File: src/rtl/mc_ctrl_pkg.sv
// Shared encodings for the multi-cycle MIPS control unit: FSM states,
// instruction classes, opcode/funct/rt constants, ALU codes and datapath
// mux selects.
package mc_ctrl_pkg;

    typedef enum logic [2:0] {
        S_FETCH  = 3'd0,
        S_DECODE = 3'd1,
        S_EXEC   = 3'd2,
        S_MEM    = 3'd3,
        S_WB     = 3'd4,
        S_MDU    = 3'd5,
        S_HALT   = 3'd6
    } state_t;

    typedef enum logic [3:0] {
        C_ILLEGAL = 4'd0,
        C_ALU_R   = 4'd1,
        C_ALU_I   = 4'd2,
        C_LOAD    = 4'd3,
        C_STORE   = 4'd4,
        C_BRANCH  = 4'd5,
        C_J       = 4'd6,
        C_JAL     = 4'd7,
        C_JR      = 4'd8,
        C_JALR    = 4'd9,
        C_MDU     = 4'd10,
        C_MTHI    = 4'd11,
        C_MTLO    = 4'd12,
        C_MFHI    = 4'd13,
        C_MFLO    = 4'd14
    } iclass_t;

    // Opcodes (IR[31:26])
    localparam logic [5:0] OP_RTYPE  = 6'b000000;
    localparam logic [5:0] OP_REGIMM = 6'b000001;
    localparam logic [5:0] OP_J      = 6'b000010;
    localparam logic [5:0] OP_JAL    = 6'b000011;
    localparam logic [5:0] OP_BEQ    = 6'b000100;
    localparam logic [5:0] OP_BNE    = 6'b000101;
    localparam logic [5:0] OP_BLEZ   = 6'b000110;
    localparam logic [5:0] OP_BGTZ   = 6'b000111;
    localparam logic [5:0] OP_ADDI   = 6'b001000;
    localparam logic [5:0] OP_ADDIU  = 6'b001001;
    localparam logic [5:0] OP_SLTI   = 6'b001010;
    localparam logic [5:0] OP_SLTIU  = 6'b001011;
    localparam logic [5:0] OP_ANDI   = 6'b001100;
    localparam logic [5:0] OP_ORI    = 6'b001101;
    localparam logic [5:0] OP_XORI   = 6'b001110;
    localparam logic [5:0] OP_LUI    = 6'b001111;
    localparam logic [5:0] OP_LB     = 6'b100000;
    localparam logic [5:0] OP_LW     = 6'b100011;
    localparam logic [5:0] OP_LBU    = 6'b100100;
    localparam logic [5:0] OP_SB     = 6'b101000;
    localparam logic [5:0] OP_SW     = 6'b101011;

    // R-type funct (IR[5:0])
    localparam logic [5:0] F_SLL   = 6'b000000;
    localparam logic [5:0] F_SRL   = 6'b000010;
    localparam logic [5:0] F_SRA   = 6'b000011;
    localparam logic [5:0] F_SLLV  = 6'b000100;
    localparam logic [5:0] F_SRLV  = 6'b000110;
    localparam logic [5:0] F_SRAV  = 6'b000111;
    localparam logic [5:0] F_JR    = 6'b001000;
    localparam logic [5:0] F_JALR  = 6'b001001;
    localparam logic [5:0] F_MFHI  = 6'b010000;
    localparam logic [5:0] F_MTHI  = 6'b010001;
    localparam logic [5:0] F_MFLO  = 6'b010010;
    localparam logic [5:0] F_MTLO  = 6'b010011;
    localparam logic [5:0] F_MULT  = 6'b011000;
    localparam logic [5:0] F_MULTU = 6'b011001;
    localparam logic [5:0] F_DIV   = 6'b011010;
    localparam logic [5:0] F_DIVU  = 6'b011011;
    localparam logic [5:0] F_ADD   = 6'b100000;
    localparam logic [5:0] F_ADDU  = 6'b100001;
    localparam logic [5:0] F_SUB   = 6'b100010;
    localparam logic [5:0] F_SUBU  = 6'b100011;
    localparam logic [5:0] F_AND   = 6'b100100;
    localparam logic [5:0] F_OR    = 6'b100101;
    localparam logic [5:0] F_XOR   = 6'b100110;
    localparam logic [5:0] F_NOR   = 6'b100111;
    localparam logic [5:0] F_SLT   = 6'b101010;
    localparam logic [5:0] F_SLTU  = 6'b101011;

    // REGIMM rt field (IR[20:16])
    localparam logic [4:0] RT_BLTZ = 5'b00000;
    localparam logic [4:0] RT_BGEZ = 5'b00001;

    // ALU operation codes (existing core encoding)
    localparam logic [4:0] ALU_ADDU  = 5'b00000;
    localparam logic [4:0] ALU_ADD   = 5'b00001;
    localparam logic [4:0] ALU_OR    = 5'b00010;
    localparam logic [4:0] ALU_SUBU  = 5'b00011;
    localparam logic [4:0] ALU_SUB   = 5'b00100;
    localparam logic [4:0] ALU_SLT   = 5'b00101;
    localparam logic [4:0] ALU_AND   = 5'b00110;
    localparam logic [4:0] ALU_NOR   = 5'b00111;
    localparam logic [4:0] ALU_XOR   = 5'b01001;
    localparam logic [4:0] ALU_SLL   = 5'b01010;
    localparam logic [4:0] ALU_SRL   = 5'b01011;
    localparam logic [4:0] ALU_SLTU  = 5'b01100;
    localparam logic [4:0] ALU_SLLV  = 5'b01111;
    localparam logic [4:0] ALU_SRA   = 5'b10000;
    localparam logic [4:0] ALU_SRAV  = 5'b10001;
    localparam logic [4:0] ALU_SRLV  = 5'b10010;
    localparam logic [4:0] ALU_LUI   = 5'b10011;
    localparam logic [4:0] ALU_SLTI  = 5'b10100;
    localparam logic [4:0] ALU_SLTIU = 5'b10101;

    // Datapath mux selects
    localparam logic [1:0] RD_RT    = 2'd0;
    localparam logic [1:0] RD_RD    = 2'd1;
    localparam logic [1:0] RD_RA    = 2'd2;
    localparam logic [1:0] M2R_ALU  = 2'd0;
    localparam logic [1:0] M2R_MEM  = 2'd1;
    localparam logic [1:0] M2R_PC4  = 2'd2;
    localparam logic [1:0] M2R_HILO = 2'd3;
    localparam logic [1:0] SRCB_RT  = 2'd0;
    localparam logic [1:0] SRCB_IMM = 2'd1;
    localparam logic [1:0] SRCB_4   = 2'd2;
    localparam logic [1:0] PC_SEQ   = 2'd0;
    localparam logic [1:0] PC_BR    = 2'd1;
    localparam logic [1:0] PC_JMP   = 2'd2;
    localparam logic [1:0] PC_RS    = 2'd3;
    localparam logic [1:0] BYTE_W   = 2'd0;
    localparam logic [1:0] BYTE_U   = 2'd2;
    localparam logic [1:0] BYTE_S   = 2'd3;
    localparam logic [1:0] MDU_MULT  = 2'd0;
    localparam logic [1:0] MDU_MULTU = 2'd1;
    localparam logic [1:0] MDU_DIV   = 2'd2;
    localparam logic [1:0] MDU_DIVU  = 2'd3;

    // Everything the FSM needs to know about the instruction in IR
    typedef struct packed {
        iclass_t    cls;
        logic [4:0] alu_ctr;
        logic       ext_op;
        logic [1:0] alu_src_b;
        logic [1:0] reg_dst;
        logic [1:0] byte_op;
        logic [1:0] mdu_op;
    } dec_t;

endpackage

File: src/rtl/mc_instr_decode.sv
// Combinational instruction decoder: op/funct/rt to instruction class and
// per-instruction datapath fields.
module mc_instr_decode
    import mc_ctrl_pkg::*;
(
    input  logic [5:0] op_i,
    input  logic [5:0] funct_i,
    input  logic [4:0] rt_i,
    output dec_t       dec_o
);

    // Map the instruction fields to a class plus ALU/extend/memory/MDU fields
    always_comb begin
        dec_o           = '0;
        dec_o.cls       = C_ILLEGAL;
        dec_o.alu_src_b = SRCB_IMM;
        dec_o.reg_dst   = RD_RT;
        case (op_i)
            OP_RTYPE: begin
                dec_o.cls       = C_ALU_R;
                dec_o.alu_src_b = SRCB_RT;
                dec_o.reg_dst   = RD_RD;
                case (funct_i)
                    F_SLL:   dec_o.alu_ctr = ALU_SLL;
                    F_SRL:   dec_o.alu_ctr = ALU_SRL;
                    F_SRA:   dec_o.alu_ctr = ALU_SRA;
                    F_SLLV:  dec_o.alu_ctr = ALU_SLLV;
                    F_SRLV:  dec_o.alu_ctr = ALU_SRLV;
                    F_SRAV:  dec_o.alu_ctr = ALU_SRAV;
                    F_ADD:   dec_o.alu_ctr = ALU_ADD;
                    F_ADDU:  dec_o.alu_ctr = ALU_ADDU;
                    F_SUB:   dec_o.alu_ctr = ALU_SUB;
                    F_SUBU:  dec_o.alu_ctr = ALU_SUBU;
                    F_AND:   dec_o.alu_ctr = ALU_AND;
                    F_OR:    dec_o.alu_ctr = ALU_OR;
                    F_XOR:   dec_o.alu_ctr = ALU_XOR;
                    F_NOR:   dec_o.alu_ctr = ALU_NOR;
                    F_SLT:   dec_o.alu_ctr = ALU_SLT;
                    F_SLTU:  dec_o.alu_ctr = ALU_SLTU;
                    F_JR:    dec_o.cls = C_JR;
                    F_JALR:  dec_o.cls = C_JALR;
                    F_MFHI:  dec_o.cls = C_MFHI;
                    F_MFLO:  dec_o.cls = C_MFLO;
                    F_MTHI:  dec_o.cls = C_MTHI;
                    F_MTLO:  dec_o.cls = C_MTLO;
                    F_MULT:  begin dec_o.cls = C_MDU; dec_o.mdu_op = MDU_MULT;  end
                    F_MULTU: begin dec_o.cls = C_MDU; dec_o.mdu_op = MDU_MULTU; end
                    F_DIV:   begin dec_o.cls = C_MDU; dec_o.mdu_op = MDU_DIV;   end
                    F_DIVU:  begin dec_o.cls = C_MDU; dec_o.mdu_op = MDU_DIVU;  end
                    default: dec_o.cls = C_ILLEGAL;
                endcase
            end
            OP_REGIMM: begin
                if (rt_i == RT_BLTZ || rt_i == RT_BGEZ) begin
                    dec_o.cls     = C_BRANCH;
                    dec_o.alu_ctr = ALU_SUBU;
                    dec_o.ext_op  = 1'b1;
                end
            end
            OP_BEQ, OP_BNE, OP_BLEZ, OP_BGTZ: begin
                dec_o.cls     = C_BRANCH;
                dec_o.alu_ctr = ALU_SUBU;
                dec_o.ext_op  = 1'b1;
            end
            OP_J:     dec_o.cls = C_J;
            OP_JAL:   dec_o.cls = C_JAL;
            OP_ADDI:  begin dec_o.cls = C_ALU_I; dec_o.alu_ctr = ALU_ADD;   dec_o.ext_op = 1'b1; end
            OP_ADDIU: begin dec_o.cls = C_ALU_I; dec_o.alu_ctr = ALU_ADDU;  dec_o.ext_op = 1'b1; end
            OP_SLTI:  begin dec_o.cls = C_ALU_I; dec_o.alu_ctr = ALU_SLTI;  dec_o.ext_op = 1'b1; end
            OP_SLTIU: begin dec_o.cls = C_ALU_I; dec_o.alu_ctr = ALU_SLTIU; dec_o.ext_op = 1'b1; end
            OP_ANDI:  begin dec_o.cls = C_ALU_I; dec_o.alu_ctr = ALU_AND;   end
            OP_ORI:   begin dec_o.cls = C_ALU_I; dec_o.alu_ctr = ALU_OR;    end
            OP_XORI:  begin dec_o.cls = C_ALU_I; dec_o.alu_ctr = ALU_XOR;   end
            OP_LUI:   begin dec_o.cls = C_ALU_I; dec_o.alu_ctr = ALU_LUI;   end
            OP_LW:    begin dec_o.cls = C_LOAD;  dec_o.alu_ctr = ALU_ADD; dec_o.ext_op = 1'b1; dec_o.byte_op = BYTE_W; end
            OP_LB:    begin dec_o.cls = C_LOAD;  dec_o.alu_ctr = ALU_ADD; dec_o.ext_op = 1'b1; dec_o.byte_op = BYTE_S; end
            OP_LBU:   begin dec_o.cls = C_LOAD;  dec_o.alu_ctr = ALU_ADD; dec_o.ext_op = 1'b1; dec_o.byte_op = BYTE_U; end
            OP_SW:    begin dec_o.cls = C_STORE; dec_o.alu_ctr = ALU_ADD; dec_o.ext_op = 1'b1; dec_o.byte_op = BYTE_W; end
            // a byte store carries no extension, so the unsigned code is used
            OP_SB:    begin dec_o.cls = C_STORE; dec_o.alu_ctr = ALU_ADD; dec_o.ext_op = 1'b1; dec_o.byte_op = BYTE_U; end
            default:  dec_o.cls = C_ILLEGAL;
        endcase
    end

endmodule

File: src/rtl/multicycle_control.sv
// Multi-cycle MIPS control FSM with memory watchdog and retired-instruction
// counter. Optional macro ILLEGAL_TRAP_EN: unrecognised instructions halt
// the core and raise a sticky illegal flag instead of executing as a NOP.
//
// state  | meaning
// FETCH  | read instruction, load IR and PC+4 on mem_ready
// DECODE | latch decode class; jumps complete here
// EXEC   | ALU op, branch resolve, MDU start, HI/LO moves
// MEM    | load/store access held until mem_ready
// WB     | single-cycle register file write
// MDU    | wait for mult/div completion
// HALT   | watchdog or illegal trap; left only through rst
module multicycle_control
    import mc_ctrl_pkg::*;
#(
    parameter int ALUCTR_W    = 5,
    parameter int MEM_TIMEOUT = 16,
    parameter int CNT_W       = 32
) (
    input  logic                clk,
    input  logic                rst,
    input  logic [5:0]          op,
    input  logic [5:0]          funct,
    input  logic [4:0]          rt,
    input  logic                mem_ready,
    input  logic                mdu_done,
    input  logic                branch_taken,
    output logic                pc_write,
    output logic                ir_write,
    output logic                mem_read,
    output logic                mem_write,
    output logic                reg_write,
    output logic [1:0]          reg_dst,
    output logic [1:0]          mem_to_reg,
    output logic [1:0]          alu_src_b,
    output logic [ALUCTR_W-1:0] alu_ctr,
    output logic                ext_op,
    output logic [1:0]          pc_src,
    output logic [1:0]          byte_op,
    output logic                mdu_start,
    output logic [1:0]          mdu_op,
    output logic                hi_we,
    output logic                lo_we,
    output logic                hilo_sel,
    output logic                retire,
    output logic [CNT_W-1:0]    retired_cnt,
    output logic                bus_err,
`ifdef ILLEGAL_TRAP_EN
    output logic                illegal,
`endif
    output logic [2:0]          state_o
);

    localparam int WD_W = (MEM_TIMEOUT > 1) ? $clog2(MEM_TIMEOUT) : 1;

    state_t            state_q, state_d;
    dec_t              dec_live, dec_q, dec;
    logic [WD_W-1:0]   wd_q, wd_d;
    logic [CNT_W-1:0]  cnt_q;
    logic              bus_err_q, bus_err_d;
`ifdef ILLEGAL_TRAP_EN
    logic              illegal_q, illegal_d;
`endif

    mc_instr_decode u_decode (
        .op_i    (op),
        .funct_i (funct),
        .rt_i    (rt),
        .dec_o   (dec_live)
    );

    // IR is only trusted in DECODE; later states use the latched copy
    assign dec = (state_q == S_DECODE) ? dec_live : dec_q;

    assign retired_cnt = cnt_q;
    assign bus_err     = bus_err_q;
    assign state_o     = state_q;
`ifdef ILLEGAL_TRAP_EN
    assign illegal     = illegal_q;
`endif

    // Next state, watchdog and all control outputs; everything is held at 0 during rst
    always_comb begin
        state_d    = state_q;
        wd_d       = '0;
        bus_err_d  = bus_err_q;
`ifdef ILLEGAL_TRAP_EN
        illegal_d  = illegal_q;
`endif
        pc_write   = 1'b0;
        ir_write   = 1'b0;
        mem_read   = 1'b0;
        mem_write  = 1'b0;
        reg_write  = 1'b0;
        reg_dst    = RD_RT;
        mem_to_reg = M2R_ALU;
        alu_src_b  = SRCB_RT;
        alu_ctr    = '0;
        ext_op     = 1'b0;
        pc_src     = PC_SEQ;
        byte_op    = BYTE_W;
        mdu_start  = 1'b0;
        mdu_op     = MDU_MULT;
        hi_we      = 1'b0;
        lo_we      = 1'b0;
        hilo_sel   = 1'b0;
        retire     = 1'b0;
        if (!rst) begin
            case (state_q)
                S_FETCH: begin
                    mem_read  = 1'b1;
                    alu_src_b = SRCB_4;
                    alu_ctr   = ALUCTR_W'(ALU_ADDU);
                    if (mem_ready) begin
                        ir_write = 1'b1;
                        pc_write = 1'b1;
                        pc_src   = PC_SEQ;
                        state_d  = S_DECODE;
                    end else if (MEM_TIMEOUT > 0) begin
                        if (int'(wd_q) == MEM_TIMEOUT - 1) begin
                            bus_err_d = 1'b1;
                            state_d   = S_HALT;
                        end else begin
                            wd_d = wd_q + WD_W'(1);
                        end
                    end
                end
                S_DECODE: begin
                    state_d = S_EXEC;
                    case (dec.cls)
                        C_J, C_JAL, C_JR, C_JALR: begin
                            pc_write = 1'b1;
                            pc_src   = (dec.cls == C_J || dec.cls == C_JAL) ? PC_JMP : PC_RS;
                            retire   = 1'b1;
                            state_d  = S_FETCH;
                            if (dec.cls == C_JAL || dec.cls == C_JALR) begin
                                reg_write  = 1'b1;
                                reg_dst    = (dec.cls == C_JAL) ? RD_RA : RD_RD;
                                mem_to_reg = M2R_PC4;
                            end
                        end
                        C_ILLEGAL: begin
`ifdef ILLEGAL_TRAP_EN
                            illegal_d = 1'b1;
                            state_d   = S_HALT;
`else
                            retire    = 1'b1;
                            state_d   = S_FETCH;
`endif
                        end
                        default: state_d = S_EXEC;
                    endcase
                end
                S_EXEC: begin
                    alu_ctr   = ALUCTR_W'(dec.alu_ctr);
                    ext_op    = dec.ext_op;
                    alu_src_b = dec.alu_src_b;
                    state_d   = S_FETCH;
                    case (dec.cls)
                        C_ALU_R, C_ALU_I: state_d = S_WB;
                        C_LOAD, C_STORE:  state_d = S_MEM;
                        C_BRANCH: begin
                            pc_write = branch_taken;
                            pc_src   = PC_BR;
                            retire   = 1'b1;
                        end
                        C_MDU: begin
                            mdu_start = 1'b1;
                            mdu_op    = dec.mdu_op;
                            state_d   = S_MDU;
                        end
                        C_MTHI: begin hi_we = 1'b1; retire = 1'b1; end
                        C_MTLO: begin lo_we = 1'b1; retire = 1'b1; end
                        C_MFHI: begin hilo_sel = 1'b1; state_d = S_WB; end
                        C_MFLO: state_d = S_WB;
                        default: state_d = S_FETCH;
                    endcase
                end
                S_MEM: begin
                    // keep the address path steady for the whole access
                    alu_ctr   = ALUCTR_W'(dec.alu_ctr);
                    ext_op    = dec.ext_op;
                    alu_src_b = dec.alu_src_b;
                    byte_op   = dec.byte_op;
                    mem_read  = (dec.cls == C_LOAD);
                    mem_write = (dec.cls == C_STORE);
                    if (mem_ready) begin
                        if (dec.cls == C_LOAD) begin
                            state_d = S_WB;
                        end else begin
                            retire  = 1'b1;
                            state_d = S_FETCH;
                        end
                    end else if (MEM_TIMEOUT > 0) begin
                        if (int'(wd_q) == MEM_TIMEOUT - 1) begin
                            bus_err_d = 1'b1;
                            state_d   = S_HALT;
                        end else begin
                            wd_d = wd_q + WD_W'(1);
                        end
                    end
                end
                S_WB: begin
                    reg_write = 1'b1;
                    reg_dst   = dec.reg_dst;
                    retire    = 1'b1;
                    state_d   = S_FETCH;
                    if (dec.cls == C_LOAD) begin
                        mem_to_reg = M2R_MEM;
                        byte_op    = dec.byte_op;
                    end else if (dec.cls == C_MFHI || dec.cls == C_MFLO) begin
                        mem_to_reg = M2R_HILO;
                        hilo_sel   = (dec.cls == C_MFHI);
                    end
                end
                S_MDU: begin
                    mdu_op = dec.mdu_op;
                    if (mdu_done) begin
                        hi_we   = 1'b1;
                        lo_we   = 1'b1;
                        retire  = 1'b1;
                        state_d = S_FETCH;
                    end
                end
                S_HALT:  state_d = S_HALT;
                default: state_d = S_FETCH;
            endcase
        end
    end

    // State, latched decode, watchdog count, retire counter and sticky flags
    always_ff @(posedge clk or posedge rst) begin
        if (rst) begin
            state_q   <= S_FETCH;
            dec_q     <= '0;
            wd_q      <= '0;
            cnt_q     <= '0;
            bus_err_q <= 1'b0;
`ifdef ILLEGAL_TRAP_EN
            illegal_q <= 1'b0;
`endif
        end else begin
            state_q   <= state_d;
            wd_q      <= wd_d;
            bus_err_q <= bus_err_d;
`ifdef ILLEGAL_TRAP_EN
            illegal_q <= illegal_d;
`endif
            if (state_q == S_DECODE) dec_q <= dec_live;
            if (retire) cnt_q <= cnt_q + CNT_W'(1);
        end
    end

endmodule

File: config.mk
export PLATFORM = sky130hd
export DESIGN_NAME = multicycle_control
export DESIGN_NICKNAME = d
export VERILOG_FILES = /design/src/rtl/mc_ctrl_pkg.sv /design/src/rtl/mc_instr_decode.sv /design/src/rtl/multicycle_control.sv
export SDC_FILE = /design/constraint.sdc
export NUM_CORES = 1
export LEC_CHECK = 0
export ABC_AREA = 1
export CORE_MARGIN = 2
export CORE_UTILIZATION = 28
export CTS_CLUSTER_SIZE = 12
export DETAILED_ROUTE_END_ITERATION = 6
export SYNTH_ARGS = -nofsm -noshare
export SYNTH_HDL_FRONTEND = slang
export SYNTH_SLANG_ARGS = --single-unit
File: constraint.sdc
create_clock -name clk -period 3.5 [get_ports clk]
set_clock_uncertainty 0.05 [all_clocks]
set_input_delay 0.7 -clock clk [delete_from_list [all_inputs] [get_ports clk]]
set_output_delay 0.7 -clock clk [all_outputs]
set_load 0.02 [all_outputs]
**Word level (Yosys, flattened, before mapping)**

Index checks and enable logic that the tools add are counted.
Widths: inputs -> output; s select.

- Multiplexer cells: 87
- Eq/ne operators: 68
- Reductions and logical operators: 27
- Bitwise gates (word level): 2
- Add/subtract/negate cells: 2

Operator list:

| operator | number |
|---|---|
| $eq 6x6->1 const B | 15 |
| $pmux 5 s15 | 1 |
| $pmux 4 s8 | 2 |
| $eq 6x4->1 const B | 10 |
| $pmux 5 s10 | 1 |
| $eq 6x5->1 const B | 8 |
| $eq 6x3->1 const B | 7 |
| $mux 2 | 18 |
| $mux 1 | 33 |
| $add 32x1->32 const B | 1 |
| $eq 4x4->1 const B | 7 |
| $pmux 2 s2 | 7 |
| $eq 6x2->1 const B | 4 |
| $mux 18 | 1 |
| $mux 3 | 6 |
| $pmux 3 s6 | 1 |
| $eq 4x3->1 const B | 4 |
| $mux 4 | 4 |
| $reduce_or 16->1 | 1 |
| $reduce_or 4->1 | 4 |
| $reduce_or 13->1 | 1 |
| $logic_not 6->1 | 2 |
| $pmux 1 s2 | 6 |
| $mux 5 | 2 |
| other kinds (26) | 40 |

- Register bits: 58

**Depth between registers and ports, before layout**

Gate-level depths: netlist of run 1.

- Word-level depth: 11
- Depth in mapped cells: 20
- Depth with buffers taken out: 19

**Cells and area by module**

Synthesis of run 1 repeated with hierarchy kept, for this count alone.

- Cell total of the unflattened synthesis: 689
- Area total of the unflattened synthesis: 4490.6 um^2

By module, submodules not included:

| module | seq. area each (um^2) | area an instance (um^2) | cells each | times used |
|---|---|---|---|---|
| multicycle_control | 1451.4 | 3772.4 | 541 | 1 |
| mc_instr_decode | 0.0 | 718.2 | 148 | 1 |

**Least setup slack after synthesis of run 1**

Ideal clock, no wire load.

- Path kind: input port to output port
- From: input port funct[5]
- To: output port hilo_sel
- Buffers on the path: 1
- Stages on the path: 13
- Slack: 0.076 ns
- Arrival time: 2.674 ns
- Cell sequence: inv_1 nor2_1 buf_2 nand3_1 nand3_1 nor2_1 nand4_1 nand2_1 nand2_1 nand2_2 nand2_4 nand2_1 a2111oi_0

RTL lines:

| item | RTL line | text |
|---|---|---|
| from (decl) | multicycle_control.sv:23 | `input logic [5:0] funct,` |
| to (decl) | multicycle_control.sv:44 | `output logic hilo_sel,` |

**Worst setup path in the final report of run 1**

- From: input port funct[5]
- To: output port retire

- Word-level cells in the longest chain between the ends: 10
- Elaborated cells between the ends (all ways): 48
- Those cells by class: eq/ne: 33; mux: 9; reduce/logical: 6

RTL lines:

| item | RTL line | text |
|---|---|---|
| $eq 6x6->1 (tied with other cells) | mc_instr_decode.sv:23 | `case (funct_i)` |
| $reduce_or 16->1 (no line) or $reduce_or 4->1 (tied branches) | -- |  |
| $pmux 4 s8 * | mc_instr_decode.sv:23 |  |
| $pmux 4 s8 * | mc_instr_decode.sv:18 | `case (op_i)` |
| $mux 18 * | -- |  |
| $eq 4x3->1 (tied with other cells) | multicycle_control.sv:130 | `case (dec.cls)` |
| $reduce_or 5->1 (no line) (tied with other cells) | -- |  |
| $mux 1, on equally long branches | multicycle_control.sv:130, multicycle_control.sv:159, multicycle_control.sv:187 |  |
| $pmux 1 s5 * | multicycle_control.sv:109 | `case (state_q)` |
| $mux 1 * | multicycle_control.sv:108 | `if (!rst) begin` |
| to (decl) | multicycle_control.sv:45 | `output logic retire,` |

Mark *: on every way between the ends. The rest lies on a longest branch, timed or not.

==> impl_metrics.yaml, run 1 <==
final_layout:
  diodes: 0
  ff_latch_area_mm2: 0.00145
  final_layout_size_suffix_gt1_share_pct: 28.7
  multi_input_area_mm2: 0.00281
  fillers: 1557
  final_cell_area_mm2: 0.00660
  final_nets: 857
  syn_to_final_growth_pct: 52.5
floorplan:
  io_pins: 86
  fp.dieW_um: 128
  rows: 45
  coreArea_mm2: 0.0151
  die_h_um: 128
  die-area_mm2: 0.0165
  start_util_pct: 28.6
timing:
  slew-limit-headroom_pct: 59.6
  max_freq_mhz: 294
  setup_ws_ps: 99.7
  worst_pin_slew_ps: 606
  min_period_ps: 3400
  holdWs_ps: 415
  rsz0062_at_grt: "true"
  finalHoldViolCount: 0
  finalSetupViolCount: 0
  slew_violations: 0
  fin_setup_tns_ps: 0
  period_share_pct: 97.2
pwr:
  p_int_mw: 1.90
  cellPowerDensity_mw_per_mm2: 485
  p_switching_mw: 1.29
  p_comb_share_pct: 48.3
  seq_power_share_pct: 25.1
  power.leakage_nw: 3.28
  total_power_mw: 3.20
  pwr-share-clk_pct: 26.7
  p_sw_share_pct: 40.5
  ir_drop_mv: 0.241
yosys:
  yosysMostFrequentCell: "nand2_1"
  ys_warn_count: 0
  yosysSeqAreaShare_pct: 33.6
  synth_commonest_cells: "nand2_1 (186), nand3_1 (85), nor2_1 (71)"
  ys_top_cells_by_area: "dfrtp_1 (34%), nand2_1 (16%), nand3_1 (9.8%)"
  yosys.area.top_type: "dfrtp_1"
  synth_cell_type_count: 39
  synth-seq-cells: 58
  syn_area_per_cell_um2: 6.70
  async_reset_ff_share_pct: 100
  syn-num-nets: 670
  syn_inst: 646
  synth_top_area_share_pct: 33.6
  synth_edf_count: 0
  synth-main-ff-cell: "dfrtp_1"
  syn_area_mm2: 0.00433
clock_tree:
  clock_latency_ps: 320
  cts_htree_levels: 3
  cts_inserted_buffers: 9
  root_buffer: "clkbuf_16"
  clk_path_buf_depth: 2
  cts.sinks: 58
  cts_tree: "yes"
  path_clk_slew_ps: 50
critical_path:
  required_ps: 2750
  criticalPathCategory: "input pin to output pin"
  path_max_fanout: 6
  arrival_ps: 2650
  end_kind: "output pin"
  path_common_cell: "nand2_1"
  slowest_delay_ps: 150
  r2r_cells: 18
  start_kind: "input pin"
  crit_chain: "clkbuf_2 -> inv_2 -> nor2_1 -> buf_4 -> buf_4 -> nand3_2 -> nand2_1 -> nor2_2 -> nand4_1 -> nand2_1 -> nand2_2 -> nand2_4 -> buf_6 -> nand4_1 -> nand2_1 -> nand2_1 -> nand2_1 -> inv_2 -> nand2_4 -> nand2_4 -> inv_2 -> buf_6"
  cp_slowest_cell: "buf_4"
route:
  final_antenna_net_count: 0
  vias_per_cell: 4.77
  wl_per_cell_um: 13.9
  firstDrtPassIters: 5
  drt-initial-drc-count: 357
  wl_mm: 14.2
  remaining_drc_errors: 0
  vias: 4888
place:
  place_ws_ps: -823
  place_hpwl_mm: 10.5
  gp_congestion: 0.921
  dpl_cell_area_mm2: 0.00593
  io_buffers: 84
global_route:
  grt_max_degree: 57
  grt_pass1_wl_mm: 23.2
  grt_usage_pct: 17.5
  grt-ovfl-total: 0
  antenna_found_initial: 0
  grt_pass1_vias: 4619
run_status:
  status: "complete, no violations"
worst_hold_path:
  min_path_cells: 1
  hold_path_class: "register to register"
job:
  max-cap-violations: 0
-- worst max-delay path: cells and delay by family --
kind | cells | cell delay (ps)
simple gates | 14 | 1170
buf+inv | 8 | 760
-- placed cells by master (no fill, tap or decap), drive strengths merged, types with 11 or more instances in the layout --
cell type | netlist | final
o21ai | 11 | 11
inv | 69 | 68
nor2 | 86 | 86
clkbuf | 7 | 27
xor2 | 22 | 22
buf | 9 | 122
clkdlybuf4s50 | 0 | 43
a21oi | 19 | 19
nand3 | 86 | 86
nand4 | 15 | 15
nand2 | 197 | 198
nor3 | 24 | 24
dfrtp | 58 | 58
-- through the flow --
stage / utilization [%] / std cells
2_1_floorplan: - / 646
3_3_place_gp: 39.2 / 986
3_5_place_dp: 39.2 / 986
4_1_cts: 42.5 / 1014
5_1_grt: 43.6 / 1025
6_report: 43.6 / 1025
-- power groups by stage --
stage	Clock [mW]	Combinational [mW]	Sequential [mW]
global route	0.906	1.68	0.814
CTS	0.876	1.40	0.802
finish	0.854	1.54	0.802
detailed placement	0	1.30	0.813
floorplan	0	0.771	0.843
global placement	0	1.29	0.812
-- layout make-up --
type | count | share of cell area [%]
Sequential cell | 58 | 22.0
Tap cell | 188 | 3.57
Multi-Input combinational cell | 504 | 42.6
Clock inverter | 3 | 0.607
Timing Repair Buffer | 191 | 23.5
Inverter | 69 | 4.02
Clock buffer | 12 | 3.74
-- logic make-up after synthesis --
family | Yosys count | share of synthesized area, %
buffers and inverters | 85 | 8.27
AO/OA/AOI/OAI | 50 | 7.26
adder cells (fa/ha/maj) | 2 | 0.578
flip-flops | 58 | 33.6
XOR/XNOR | 32 | 6.48
AND/OR/NAND/NOR | 419 | 43.9
-- worst paths after layout --
| path | end | slack, ps | start |
|---|---|---|---|
| max in group asynchronous | retired_cnt[14]$_DFFE_PP0P_ | 2040 | rst |
| worst max-delay path | retire | 100 | funct[5] |
| min in group asynchronous | state_o[1]$_DFFE_PP0P_ | 750 | rst |
| worst max register to register | retired_cnt[12]$_DFFE_PP0P_ | 800 | state_o[0]$_DFFE_PP0P_ |
| worst min register to register | wd_q[0]$_DFF_PP0_ | 410 | wd_q[0]$_DFF_PP0_ |
| worst min-delay path | wd_q[0]$_DFF_PP0_ | 410 | wd_q[0]$_DFF_PP0_ |
-- registers in the layout, summed over array words and instances (netlist names) --
signal / count
dec_q: 18
wd_q: 4
state_o: 3
retired_cnt: 32
bus_err: 1
-- timing repair --
action	in CTS	in global routing
setup endpoints to repair	26	25
buffers inserted	13	11
gates resized for setup	149	66
hold buffers	0	0
cloned	1	0
pin swaps	18	21
-- metal layers --
layer / global-route usage (%) / share of wire (%)
met5: 0 / 0
met4: 4.27 / 1.1
met3: 2.84 / 4.3
met2: 27.1 / 45
met1: 25.3 / 49
(Power assumes the default switching activity.)
==> inputs of run 2 (changes only) <==
--- a/config.mk
+++ b/config.mk
@@ -6,10 +6,13 @@
 export NUM_CORES = 1
 export LEC_CHECK = 0
 export ABC_AREA = 1
+export CELL_PAD_IN_SITES_DETAIL_PLACEMENT = 1
+export CELL_PAD_IN_SITES_GLOBAL_PLACEMENT = 2
 export CORE_MARGIN = 2
 export CORE_UTILIZATION = 28
 export CTS_CLUSTER_SIZE = 12
 export DETAILED_ROUTE_END_ITERATION = 6
+export PLACE_DENSITY_LB_ADDON = 0.1
 export SYNTH_ARGS = -nofsm -noshare
 export SYNTH_HDL_FRONTEND = slang
 export SYNTH_SLANG_ARGS = --single-unit
==> run 2 against run 1 <==
Total power up 7.2%. Flip-flop and latch count unchanged. Sequential share of layout area down 0.21 points. First-iteration DRC count down 34%. Routed wire length up 22%. Setup slack better by 1.6 ps. Count of clock-buffer cells in the layout down 1. Register-to-register slack better by 120 ps. Worst hold slack better by 6.6 ps. Critical endpoint unchanged.
==> impl_metrics.yaml, run 2 (synthesized netlist as in run 1, its figures left out) <==
run_status:
  status: "complete, no violations"
floorplan:
  fp.dieW_um: 128
  die-area_mm2: 0.0165
  rows: 45
  die_h_um: 128
  coreArea_mm2: 0.0151
  io_pins: 86
  start_util_pct: 28.6
final_layout:
  largest_reg_flops: 32
  diodes: 0
  mostFrequentLayoutCells: "nand2_1 (176), buf_4 (104), nand3_1 (72)"
  ff_latch_area_mm2: 0.00145
  multi_input_area_mm2: 0.00282
  layout.cells.non_filler: 1023
  layout_commonest_cell: "nand2_1"
  fillers: 1890
  final_layout_size_suffix_gt1_share_pct: 30.2
  syn_to_final_growth_pct: 54.0
  final_nets: 854
critical_path:
  required_ps: 2750
  cp_slowest_cell: "buf_4"
  arrival_ps: 2650
  path_max_fanout: 6
  criticalPathCategory: "input pin to output pin"
  end_kind: "output pin"
  crit_chain: "clkbuf_2 -> nor2_1 -> inv_2 -> nor2_4 -> buf_4 -> buf_4 -> buf_4 -> buf_4 -> nand2_1 -> nand2_2 -> nand2_4 -> buf_6 -> nand4_1 -> nand2_1 -> nand2_1 -> nand2_1 -> inv_2 -> nand2_4 -> nand2_4 -> inv_4 -> buf_6"
  start_kind: "input pin"
  slowest_delay_ps: 140
  critPathBufInv: 10
  cp_top_family: "buffers and inverters"
pwr:
  ir_drop_mv: 0.305
  cellPowerDensity_mw_per_mm2: 515
  total_power_mw: 3.43
  power.leakage_nw: 3.31
clock_tree:
  cts_tree: "yes"
  cts_hold_buffers: 0
  cts_inserted_buffers: 9
  clock_latency_ps: 340
  clk_path_buf_depth: 2
  cts_htree_levels: 3
  cts.sinks: 58
  path_clk_slew_ps: 50
  root_buffer: "clkbuf_16"
timing:
  slew_violations: 0
  max_freq_mhz: 294
  period_share_pct: 97.1
  finalSetupViolCount: 0
  worst_pin_slew_ps: 701
  slew-limit-headroom_pct: 53.3
  min_period_ps: 3400
  setup_ws_ps: 101
  finalHoldViolCount: 0
place:
  gp_congestion: 0.855
  place_hpwl_mm: 13.0
  dp.cells: 988
  io_buffers: 84
  place_ws_ps: -899
route:
  remaining_drc_errors: 0
  wl_per_cell_um: 17.0
  vias_per_cell: 4.98
  final_antenna_net_count: 0
  vias: 5095
  wl_mm: 17.3
  firstDrtPassIters: 5
  drt-initial-drc-count: 236
global_route:
  grt-ovfl-total: 0
  grt_pass1_wl_mm: 27.6
  grt_pass1_vias: 5305
  antenna_found_initial: 0
  grt_usage_pct: 21.3
  grt_max_degree: 58
worst_hold_path:
  hold_path_class: "register to register"
job:
  max-cap-violations: 0
[run 2: changes by cell type in the layout (fill, tap and decap cells not counted), sizes merged]
cell           change
dlygate4sd2        -3
bufinv             +2
clkbuf             -2
dlymetal6s2s       +2
clkdlybuf4s15      -1
[run 2: layout make-up]
cell class                 count  share of cell area [%]
inverter                      69                    3.94
clock inverter                 5                    1.50
multi-input combinational    504                    42.4
tap                          188                    3.53
timing repair buffer         188                    23.1
sequential                    58                    21.8
clock buffer                  11                    3.79
[run 2: per-stage QoR]
step	util (%)	TNS, ps	cell area [um^2]	hold slack, ps
after global placement	39.3	-15740	5950	398
after global routing	44.0	-167	6660	445
final	44.0	0	6660	422
after detailed placement	39.3	-16830	5950	414
after floorplan	-	0	4330	381
after CTS	42.5	0	6440	428
[run 2: where the power goes]
| group | switching [mW] | internal (mW) |
|---|---|---|
| Sequential | 0.0442 | 0.756 |
| Combinational | 0.979 | 0.597 |
| Clock | 0.324 | 0.731 |
| Total | 1.35 | 2.08 |
[run 2: timing repair]
| item | CTS | global route |
|---|---|---|
| hold endpoints to repair | 0 | 0 |
| setup endpoints to repair | 26 | 23 |
| gates resized for setup | 151 | 86 |
| gates cloned | 2 | 2 |
| pin swaps | 24 | 37 |
| setup buffers | 5 | 11 |
[run 2: per-layer routing]
| layer | share of wire (%) | GRT usage [%] |
|---|---|---|
| met1 | 49 | 30.1 |
| met2 | 46 | 33.4 |
| met3 | 4.0 | 3.84 |
| met4 | 1.3 | 5.95 |
| met5 | 0 | 0 |
[run 2: final timing paths]
check | start | to | slack, ps | depth (start not counted)
min reg2reg | wd_q[0]$_DFF_PP0_ | wd_q[0]$_DFF_PP0_ | 420 | 1
max in group asynchronous | rst | retired_cnt[16]$_DFFE_PP0P_ | 1750 | 4
min | wd_q[0]$_DFF_PP0_ | wd_q[0]$_DFF_PP0_ | 420 | 1
max | op[0] | retire | 100 | 21
max reg2reg | state_o[0]$_DFFE_PP0P_ | retired_cnt[28]$_DFFE_PP0P_ | 920 | 18
min in group asynchronous | rst | state_o[0]$_DFFE_PP0P_ | 730 | 3
[run 2: worst register-to-register path: cells and delay by family, from the launching register on]
kind / cells / cell delay [ps]
DFF: 1 / 370
AOI/OAI and AO/OA: 1 / 180
and+or+nand+nor: 12 / 1030
buffers and inverters: 5 / 870
